## src/rtl/tqvp_dlmiles_i2c_pkg.sv

```systemverilog
// Shared I2C definitions for the TinyQV I2C target and controller engines.
package tqvp_dlmiles_i2c_pkg;

  localparam int unsigned BITS_PER_BYTE = 8;
  localparam logic        I2C_ACK       = 1'b0;
  localparam logic        I2C_NACK      = 1'b1;

  typedef enum logic [3:0] {
    ST_IDLE,
    ST_ADDR,
    ST_ADDR_ACK,
    ST_WR_BYTE,
    ST_WR_ACK,
    ST_RD_LOAD,
    ST_RD_BYTE,
    ST_RD_ACK,
    ST_IGNORE
  } i2c_state_e;

  function automatic logic addr_match(input logic [7:0] addr_byte, input logic [6:0] own);
    return addr_byte[7:1] == own;
  endfunction

endpackage

```

## src/rtl/tqvp_dlmiles_i2c_target_if.sv

```systemverilog
// Pad and host-side signal bundle of the I2C target engine.
interface tqvp_dlmiles_i2c_target_if;

  logic       scl_i;
  logic       sda_i;
  logic       scl_o;
  logic       scl_oe;
  logic       sda_o;
  logic       sda_oe;
  logic       enable;
  logic       stretch_en;
  logic [6:0] own_addr;
  logic [7:0] rx_data;
  logic       rx_valid;
  logic [7:0] tx_data;
  logic       tx_valid;
  logic       tx_ack;
  logic       evt_start;
  logic       evt_stop;
  logic       evt_nack;
  logic       evt_underrun;
  logic       rw;
  logic       busy;

  modport slave (
    input  scl_i, sda_i, enable, stretch_en, own_addr, tx_data, tx_valid,
    output scl_o, scl_oe, sda_o, sda_oe, rx_data, rx_valid, tx_ack,
           evt_start, evt_stop, evt_nack, evt_underrun, rw, busy
  );

  modport master (
    output scl_i, sda_i, enable, stretch_en, own_addr, tx_data, tx_valid,
    input  scl_o, scl_oe, sda_o, sda_oe, rx_data, rx_valid, tx_ack,
           evt_start, evt_stop, evt_nack, evt_underrun, rw, busy
  );

endinterface

```

## src/rtl/tqvp_dlmiles_i2c_sync.sv

```systemverilog
// N-flop pad synchronizer with a previous-value register for edge detection.
module tqvp_dlmiles_i2c_sync #(
  parameter int unsigned STAGES = 2
) (
  input  logic clk,
  input  logic rst_n,
  input  logic d,
  output logic q,
  output logic rise,
  output logic fall
);

  logic [STAGES-1:0] chain;
  logic              prev;

  // Reset to the idle-high bus level so reset release never fakes START/STOP.
  always_ff @(posedge clk or negedge rst_n) begin
    if (!rst_n) begin
      chain <= '1;
      prev  <= 1'b1;
    end else begin
      chain <= {chain[STAGES-2:0], d};
      prev  <= chain[STAGES-1];
    end
  end

  assign q    = chain[STAGES-1];
  assign rise = q & ~prev;
  assign fall = ~q & prev;

endmodule

```

## src/rtl/tqvp_dlmiles_i2c_target.sv

```systemverilog
// I2C target engine: START/STOP detect, 7-bit address match, write delivery, read serving.
module tqvp_dlmiles_i2c_target
  import tqvp_dlmiles_i2c_pkg::*;
#(
  parameter int unsigned SYNC_STAGES = 2
) (
  input logic                      clk,
  input logic                      rst_n,
  tqvp_dlmiles_i2c_target_if.slave bus
);

  localparam logic [3:0] CNT_FULL = 4'(BITS_PER_BYTE);

  logic scl_s, scl_rise, scl_fall;
  logic sda_s, sda_rise, sda_fall;
  logic start_det, stop_det;

  i2c_state_e state_q, state_d;
  logic [3:0] cnt_q, cnt_d;
  logic [7:0] sh_q, sh_d;
  logic [7:0] rx_data_q, rx_data_d;
  logic       rw_q, rw_d;
  logic       sda_oe_q, sda_oe_d;
  logic       scl_oe_q, scl_oe_d;
  logic       rx_valid_q, rx_valid_d;
  logic       tx_ack_q, tx_ack_d;
  logic       evt_start_q, evt_start_d;
  logic       evt_stop_q, evt_stop_d;
  logic       evt_nack_q, evt_nack_d;
  logic       evt_under_q, evt_under_d;

  tqvp_dlmiles_i2c_sync #(.STAGES(SYNC_STAGES)) u_scl_sync (
    .clk  (clk),
    .rst_n(rst_n),
    .d    (bus.scl_i),
    .q    (scl_s),
    .rise (scl_rise),
    .fall (scl_fall)
  );

  tqvp_dlmiles_i2c_sync #(.STAGES(SYNC_STAGES)) u_sda_sync (
    .clk  (clk),
    .rst_n(rst_n),
    .d    (bus.sda_i),
    .q    (sda_s),
    .rise (sda_rise),
    .fall (sda_fall)
  );

  assign start_det = sda_fall & scl_s;
  assign stop_det  = sda_rise & scl_s;

  always_ff @(posedge clk or negedge rst_n) begin
    if (!rst_n) begin
      state_q     <= ST_IDLE;
      cnt_q       <= '0;
      sh_q        <= '0;
      rx_data_q   <= '0;
      rw_q        <= 1'b0;
      sda_oe_q    <= 1'b0;
      scl_oe_q    <= 1'b0;
      rx_valid_q  <= 1'b0;
      tx_ack_q    <= 1'b0;
      evt_start_q <= 1'b0;
      evt_stop_q  <= 1'b0;
      evt_nack_q  <= 1'b0;
      evt_under_q <= 1'b0;
    end else begin
      state_q     <= state_d;
      cnt_q       <= cnt_d;
      sh_q        <= sh_d;
      rx_data_q   <= rx_data_d;
      rw_q        <= rw_d;
      sda_oe_q    <= sda_oe_d;
      scl_oe_q    <= scl_oe_d;
      rx_valid_q  <= rx_valid_d;
      tx_ack_q    <= tx_ack_d;
      evt_start_q <= evt_start_d;
      evt_stop_q  <= evt_stop_d;
      evt_nack_q  <= evt_nack_d;
      evt_under_q <= evt_under_d;
    end
  end

  // Bits are counted on SCL rises, so the SCL fall that follows START is inert.
  always_comb begin
    state_d     = state_q;
    cnt_d       = cnt_q;
    sh_d        = sh_q;
    rx_data_d   = rx_data_q;
    rw_d        = rw_q;
    sda_oe_d    = sda_oe_q;
    scl_oe_d    = 1'b0;
    rx_valid_d  = 1'b0;
    tx_ack_d    = 1'b0;
    evt_start_d = 1'b0;
    evt_stop_d  = 1'b0;
    evt_nack_d  = 1'b0;
    evt_under_d = 1'b0;

    if (!bus.enable) begin
      state_d  = ST_IDLE;
      cnt_d    = '0;
      sda_oe_d = 1'b0;
    end else if (start_det) begin
      state_d     = ST_ADDR;
      cnt_d       = '0;
      sda_oe_d    = 1'b0;
      evt_start_d = 1'b1;
    end else if (stop_det) begin
      state_d    = ST_IDLE;
      cnt_d      = '0;
      sda_oe_d   = 1'b0;
      evt_stop_d = 1'b1;
    end else begin
      unique case (state_q)
        ST_ADDR: begin
          if (scl_rise) begin
            sh_d  = {sh_q[6:0], sda_s};
            cnt_d = cnt_q + 4'd1;
          end else if (scl_fall && cnt_q == CNT_FULL) begin
            cnt_d = '0;
            if (addr_match(sh_q, bus.own_addr)) begin
              state_d  = ST_ADDR_ACK;
              sda_oe_d = !I2C_ACK;
              rw_d     = sh_q[0];
            end else begin
              state_d = ST_IGNORE;
            end
          end
        end
        ST_ADDR_ACK: begin
          if (scl_fall) begin
            sda_oe_d = 1'b0;
            state_d  = rw_q ? ST_RD_LOAD : ST_WR_BYTE;
          end
        end
        ST_WR_BYTE: begin
          if (scl_rise) begin
            sh_d  = {sh_q[6:0], sda_s};
            cnt_d = cnt_q + 4'd1;
          end else if (scl_fall && cnt_q == CNT_FULL) begin
            cnt_d      = '0;
            rx_data_d  = sh_q;
            rx_valid_d = 1'b1;
            sda_oe_d   = !I2C_ACK;
            state_d    = ST_WR_ACK;
          end
        end
        ST_WR_ACK: begin
          if (scl_fall) begin
            sda_oe_d = 1'b0;
            state_d  = ST_WR_BYTE;
          end
        end
        ST_RD_LOAD: begin
          cnt_d = '0;
          if (bus.tx_valid) begin
            // Holding scl_oe one extra cycle gives bit7 setup before SCL is released.
            sh_d     = bus.tx_data;
            tx_ack_d = 1'b1;
            sda_oe_d = ~bus.tx_data[7];
            scl_oe_d = scl_oe_q;
            state_d  = ST_RD_BYTE;
          end else if (bus.stretch_en) begin
            scl_oe_d = 1'b1;
          end else begin
            sh_d        = 8'hFF;
            evt_under_d = 1'b1;
            sda_oe_d    = 1'b0;
            state_d     = ST_RD_BYTE;
          end
        end
        ST_RD_BYTE: begin
          if (scl_rise) begin
            cnt_d = cnt_q + 4'd1;
          end else if (scl_fall) begin
            if (cnt_q == CNT_FULL) begin
              cnt_d    = '0;
              sda_oe_d = 1'b0;
              state_d  = ST_RD_ACK;
            end else begin
              sh_d     = {sh_q[6:0], 1'b0};
              sda_oe_d = ~sh_q[6];
            end
          end
        end
        ST_RD_ACK: begin
          if (scl_rise && sda_s == I2C_NACK) begin
            evt_nack_d = 1'b1;
            state_d    = ST_IGNORE;
          end else if (scl_fall) begin
            state_d = ST_RD_LOAD;
          end
        end
        default: ;
      endcase
    end
  end

  assign bus.scl_o        = 1'b0;
  assign bus.sda_o        = 1'b0;
  assign bus.scl_oe       = scl_oe_q;
  assign bus.sda_oe       = sda_oe_q;
  assign bus.rx_data      = rx_data_q;
  assign bus.rx_valid     = rx_valid_q;
  assign bus.tx_ack       = tx_ack_q;
  assign bus.evt_start    = evt_start_q;
  assign bus.evt_stop     = evt_stop_q;
  assign bus.evt_nack     = evt_nack_q;
  assign bus.evt_underrun = evt_under_q;
  assign bus.rw           = rw_q;
  assign bus.busy         = (state_q != ST_IDLE);

endmodule

```

## src/flat_wrapper.sv

```systemverilog
// flat-port wrapper written by rule: the top's interface ports become plain ports
module tqvp_dlmiles_i2c_target_flat import tqvp_dlmiles_i2c_pkg::*;
#(
  parameter int unsigned SYNC_STAGES = 2
)
  (clk, rst_n, bus_scl_i, bus_sda_i, bus_enable, bus_stretch_en, bus_own_addr, bus_tx_data, bus_tx_valid, bus_scl_o, bus_scl_oe, bus_sda_o, bus_sda_oe, bus_rx_data, bus_rx_valid, bus_tx_ack, bus_evt_start, bus_evt_stop, bus_evt_nack, bus_evt_underrun, bus_rw, bus_busy);
  tqvp_dlmiles_i2c_target_if bus_i ();
  input logic clk;
  input logic rst_n;
  input wire logic [$bits(bus_i.scl_i)-1:0] bus_scl_i;
  input wire logic [$bits(bus_i.sda_i)-1:0] bus_sda_i;
  input wire logic [$bits(bus_i.enable)-1:0] bus_enable;
  input wire logic [$bits(bus_i.stretch_en)-1:0] bus_stretch_en;
  input wire logic [$bits(bus_i.own_addr)-1:0] bus_own_addr;
  input wire logic [$bits(bus_i.tx_data)-1:0] bus_tx_data;
  input wire logic [$bits(bus_i.tx_valid)-1:0] bus_tx_valid;
  output wire logic [$bits(bus_i.scl_o)-1:0] bus_scl_o;
  output wire logic [$bits(bus_i.scl_oe)-1:0] bus_scl_oe;
  output wire logic [$bits(bus_i.sda_o)-1:0] bus_sda_o;
  output wire logic [$bits(bus_i.sda_oe)-1:0] bus_sda_oe;
  output wire logic [$bits(bus_i.rx_data)-1:0] bus_rx_data;
  output wire logic [$bits(bus_i.rx_valid)-1:0] bus_rx_valid;
  output wire logic [$bits(bus_i.tx_ack)-1:0] bus_tx_ack;
  output wire logic [$bits(bus_i.evt_start)-1:0] bus_evt_start;
  output wire logic [$bits(bus_i.evt_stop)-1:0] bus_evt_stop;
  output wire logic [$bits(bus_i.evt_nack)-1:0] bus_evt_nack;
  output wire logic [$bits(bus_i.evt_underrun)-1:0] bus_evt_underrun;
  output wire logic [$bits(bus_i.rw)-1:0] bus_rw;
  output wire logic [$bits(bus_i.busy)-1:0] bus_busy;
  assign bus_i.scl_i = bus_scl_i;
  assign bus_i.sda_i = bus_sda_i;
  assign bus_i.enable = bus_enable;
  assign bus_i.stretch_en = bus_stretch_en;
  assign bus_i.own_addr = bus_own_addr;
  assign bus_i.tx_data = bus_tx_data;
  assign bus_i.tx_valid = bus_tx_valid;
  assign bus_scl_o = bus_i.scl_o;
  assign bus_scl_oe = bus_i.scl_oe;
  assign bus_sda_o = bus_i.sda_o;
  assign bus_sda_oe = bus_i.sda_oe;
  assign bus_rx_data = bus_i.rx_data;
  assign bus_rx_valid = bus_i.rx_valid;
  assign bus_tx_ack = bus_i.tx_ack;
  assign bus_evt_start = bus_i.evt_start;
  assign bus_evt_stop = bus_i.evt_stop;
  assign bus_evt_nack = bus_i.evt_nack;
  assign bus_evt_underrun = bus_i.evt_underrun;
  assign bus_rw = bus_i.rw;
  assign bus_busy = bus_i.busy;
  tqvp_dlmiles_i2c_target #(.SYNC_STAGES(SYNC_STAGES)) u_core (.clk(clk), .rst_n(rst_n), .bus(bus_i));
endmodule
```

## config.mk

```make
export PLATFORM = sky130hd
export DESIGN_NAME = tqvp_dlmiles_i2c_target_flat
export DESIGN_NICKNAME = d
export VERILOG_FILES = /design/src/rtl/tqvp_dlmiles_i2c_pkg.sv /design/src/rtl/tqvp_dlmiles_i2c_target_if.sv /design/src/rtl/tqvp_dlmiles_i2c_sync.sv /design/src/rtl/tqvp_dlmiles_i2c_target.sv /design/src/flat_wrapper.sv
export SDC_FILE = /design/constraint.sdc
export NUM_CORES = 1
export LEC_CHECK = 0
export ABC_AREA = 1
export BUFFER_PORTS_ARGS = -buffer_cell sky130_fd_sc_hd__buf_4
export CORE_UTILIZATION = 35
export DETAILED_ROUTE_END_ITERATION = 10
export GPL_ROUTABILITY_DRIVEN = 0
export GPL_TIMING_DRIVEN = 0
export PLACE_DENSITY = 0.54
export RECOVER_POWER = 25
export SYNTH_ARGS = -nofsm -noshare
export SYNTH_HDL_FRONTEND = slang
export SYNTH_SLANG_ARGS = --single-unit
```

## constraint.sdc

```tcl
create_clock -name clk -period 1.9 [get_ports clk]
set_clock_uncertainty 0.15 [all_clocks]
set_input_delay 0.19 -clock clk [delete_from_list [all_inputs] [get_ports clk]]
set_output_delay 0.19 -clock clk [all_outputs]
set_load 0.05 [all_outputs]
```

==> flow_metrics.env <==
export IMPL_run_status="finished, final reports clean"
export IMPL_routed_wl_microns=5700
export IMPL_synth_avg_cell_area_sq_um=7.35
export IMPL_final_setup_viol_count=0
export IMPL_p_clk_frac=0.314
export IMPL_dieArea_sq_um=6860
export IMPL_gr_total_overflow=0
export IMPL_drtIter0Drc=122
export IMPL_swShare=0.308
export IMPL_cts_path_max_buffers=2
export IMPL_fmax_mhz=541
export IMPL_portBuffers=39
export IMPL_finalHoldViolations=0
export IMPL_p_int_w=0.00133
export IMPL_yosysMostFrequentCell="nand2_1"
export IMPL_maxSlewViolCount=0
export IMPL_synthArstFlopShare=1.00
export IMPL_endpoint_kind="flop"
export IMPL_rsz0062_at_grt="yes"
export IMPL_cp_start_kind="flop"
export IMPL_ys_seq_area_frac=0.430
export IMPL_clk_pin_slew_ns=0.08
export IMPL_wl_per_cell_microns=12.6
export IMPL_num_vias=2126
export IMPL_synth_common_cells="nand2_1 (95), inv_1 (35), nor2_1 (35)"
export IMPL_synth_edff_count=0
export IMPL_root_buffer="clkbuf_8"
export IMPL_multi_input_area_sq_um=1250
export IMPL_antenna_found_initial=0
export IMPL_final_setup_tns_ns=0
export IMPL_vias_per_cell=4.69
export IMPL_synth_seq_cells=39
export IMPL_rows=29
export IMPL_antenna_left=0
export IMPL_critical_path_class="flop to flop"
export IMPL_switchingPower_w=0.000594
export IMPL_p_leak_nw=1.61
export IMPL_register_area_sq_um=983
export IMPL_dp_hpwl_microns=4060
export IMPL_yosysTopAreaCell="dfrtp_1"
export IMPL_initial_core_util=0.362
export IMPL_synth_top_cell_area_share=0.361
export IMPL_cp_data_arrival_time_ns=1.88
export IMPL_grt_max_degree=40
export IMPL_pwr_share_seq=0.490
export IMPL_htree_num_levels=2
export IMPL_slew_headroom=0.356
export IMPL_worstHoldPathType="input port to flop"
export IMPL_ios=42
export IMPL_chipWidth_microns=82.8
export IMPL_drive_above_1_share=0.354
export IMPL_cellPowerDensity_nw_per_um2=619
export IMPL_synth_area_sq_um=2280
export IMPL_synthCells=311
export IMPL_pwr_share_comb=0.197
export IMPL_dieHeight_microns=82.8
export IMPL_insertion_delay_ns=0.30
export IMPL_drcViolationCount=0
export IMPL_grt_pass1_wl_microns=8710
export IMPL_dr_pass1_iters=4
export IMPL_synth_distinct_cells=32
export IMPL_synth_main_ff_cell="dfrtp_1"
export IMPL_cap_violations=0
export IMPL_nFillCells=619
export IMPL_track_usage=0.173
export IMPL_synthTopCellsByArea="dfrtp_1 (36%), nand2_1 (16%), dfstp_2 (6.9%)"
export IMPL_layout_nets=401
export IMPL_cts_buffers=5
export IMPL_cts_tree="built"
export IMPL_cts_sinks=39
export IMPL_grt_pass1_vias=1856
export IMPL_area_growth_syn_to_layout_pct=36.3
export IMPL_post_route_min_period_ns=1.85
export IMPL_crit_fanout=6
export IMPL_cp_data_required_time_ns=1.93
export IMPL_p_total_w=0.00193
export IMPL_insertedDiodeCount=0
export IMPL_yosys_warnings=0
export IMPL_worst_pin_slew_ns=0.967
export IMPL_fin_crit_sh=0.972
export IMPL_vdd_drop_max_v=0.000302
export IMPL_core_sq_um=6310
## worst max-delay path: stages (launching register included)
cell     delay [ns]
dfstp_2        0.57
inv_2          0.05
ha_4           0.18
buf_4          0.15
nor2_4         0.11
buf_12         0.11
nand4_4        0.14
buf_6          0.17
nand2_1        0.05
o21ai_1        0.06
## placed cells by master, fill, tap and decap left out, drive strengths merged, types with 2 or more instances in the layout
master,instances
dlygate4sd3,3
conb,2
nor2,43
clkbuf,9
buf,56
o21ai,35
nand2,99
a21oi,12
inv,41
nor3,3
nand3,19
ha,4
dfrtp,33
clkinv,2
dfstp,6
## flip-flops by register name, summed over array words and instances, names as in the netlist
| name | count |
|---|---|
| u_core.bus.evt_nack | 1 |
| u_core.bus.evt_start | 1 |
| u_core.bus.evt_stop | 1 |
| u_core.bus.evt_underrun | 1 |
| u_core.bus.rw | 1 |
| u_core.bus.rx_data | 8 |
| u_core.bus.rx_valid | 1 |
| u_core.bus.scl_oe | 1 |
| u_core.bus.sda_oe | 1 |
| u_core.bus.tx_ack | 1 |
| u_core.cnt_q | 4 |
| u_core.sh_q | 8 |
| u_core.state_q | 4 |
| u_core.u_scl_sync.chain | 2 |
| u_core.u_scl_sync.prev | 1 |
| u_core.u_sda_sync.chain | 2 |
| u_core.u_sda_sync.prev | 1 |
## final cells by class
class | instances | share of cell area
multi-input cells | 225 | 0.401
repair buffers | 56 | 0.148
clock inverters | 2 | 0.00523
clock buffers | 6 | 0.0265
inverters | 42 | 0.0527
well taps | 77 | 0.0309
plain buffers | 6 | 0.0193
flip-flops and latches | 39 | 0.316
## path summary, 6_finish.rpt
kind	start	to	slack (ns)	cells past startpoint
setup / recovery	u_core.u_scl_sync.prev	u_core.bus.rx_data[2]	0.05	9
hold / removal	bus_tx_valid	u_core.bus.tx_ack	0.01	3
min in group asynchronous	rst_n	u_core.bus.evt_start	0.43	2
setup reg to reg	u_core.u_scl_sync.prev	u_core.bus.rx_data[2]	0.05	9
max in group asynchronous	rst_n	u_core.bus.rx_data[2]	0.58	2
hold reg to reg	u_core.u_sda_sync.chain[0]	u_core.u_sda_sync.chain[1]	0.21	0
## per-layer routing
| metal | vias up | share of wire | track usage |
|---|---|---|---|
| li1 | 1101 | - | - |
| met1 | 978 | 0.48 | 0.234 |
| met2 | 42 | 0.47 | 0.280 |
| met3 | 5 | 0.039 | 0.0328 |
| met4 | 0 | 0.012 | 0.0466 |
| met5 | - | 0 | 0 |
## power by group through the flow
stage / Clock, W / Combinational, W / Sequential, W
after floorplan: 0 / 0.000206 / 0.000952
after global placement: 0 / 0.000326 / 0.000954
after detailed placement: 0 / 0.000327 / 0.000956
after CTS: 0.000628 / 0.000346 / 0.000941
after global routing: 0.000666 / 0.000421 / 0.000950
final: 0.000605 / 0.000380 / 0.000944
## kinds of logic (layout without fill, tap and decap cells)
kind of cell,Yosys count,after routing,share of synthesized area
adders and majority gates,4,4,0.0219
xor gates and xnor gates,2,2,0.00767
buffers and inverters,48,112,0.0915
DFF,39,39,0.430
and+or+nand+nor,166,166,0.322
other,1,2,0.00164
AOI/OAI and AO/OA,51,51,0.125
## timing repair
action | 4_1_cts | 5_1_grt
hold buffers | 3 | 0
resized for setup | 13 | 41
endpoints found under the hold margin | 35 | 0
setup endpoints to repair | 21 | 23
setup buffers | 4 | 9
cloned | 0 | 1
pin swaps | 3 | 12
## per-stage QoR
stage | utilization | area (sq um) | cells | hold slack, ns | worst slack [ns]
final | 0.493 | 3110 | 453 | 0.0137 | 0.0527
after global routing | 0.493 | 3110 | 453 | 0.0190 | -0.0576
after CTS | 0.458 | 2890 | 443 | 0.00183 | -0.000403
after detailed placement | 0.424 | 2680 | 428 | 0.0471 | -0.183
after global placement | 0.424 | 2680 | 428 | 0.0499 | -0.175
after floorplan | - | 2290 | 312 | -0.256 | 0.119
No activity file was read; power rests on OpenSTA's default activity.
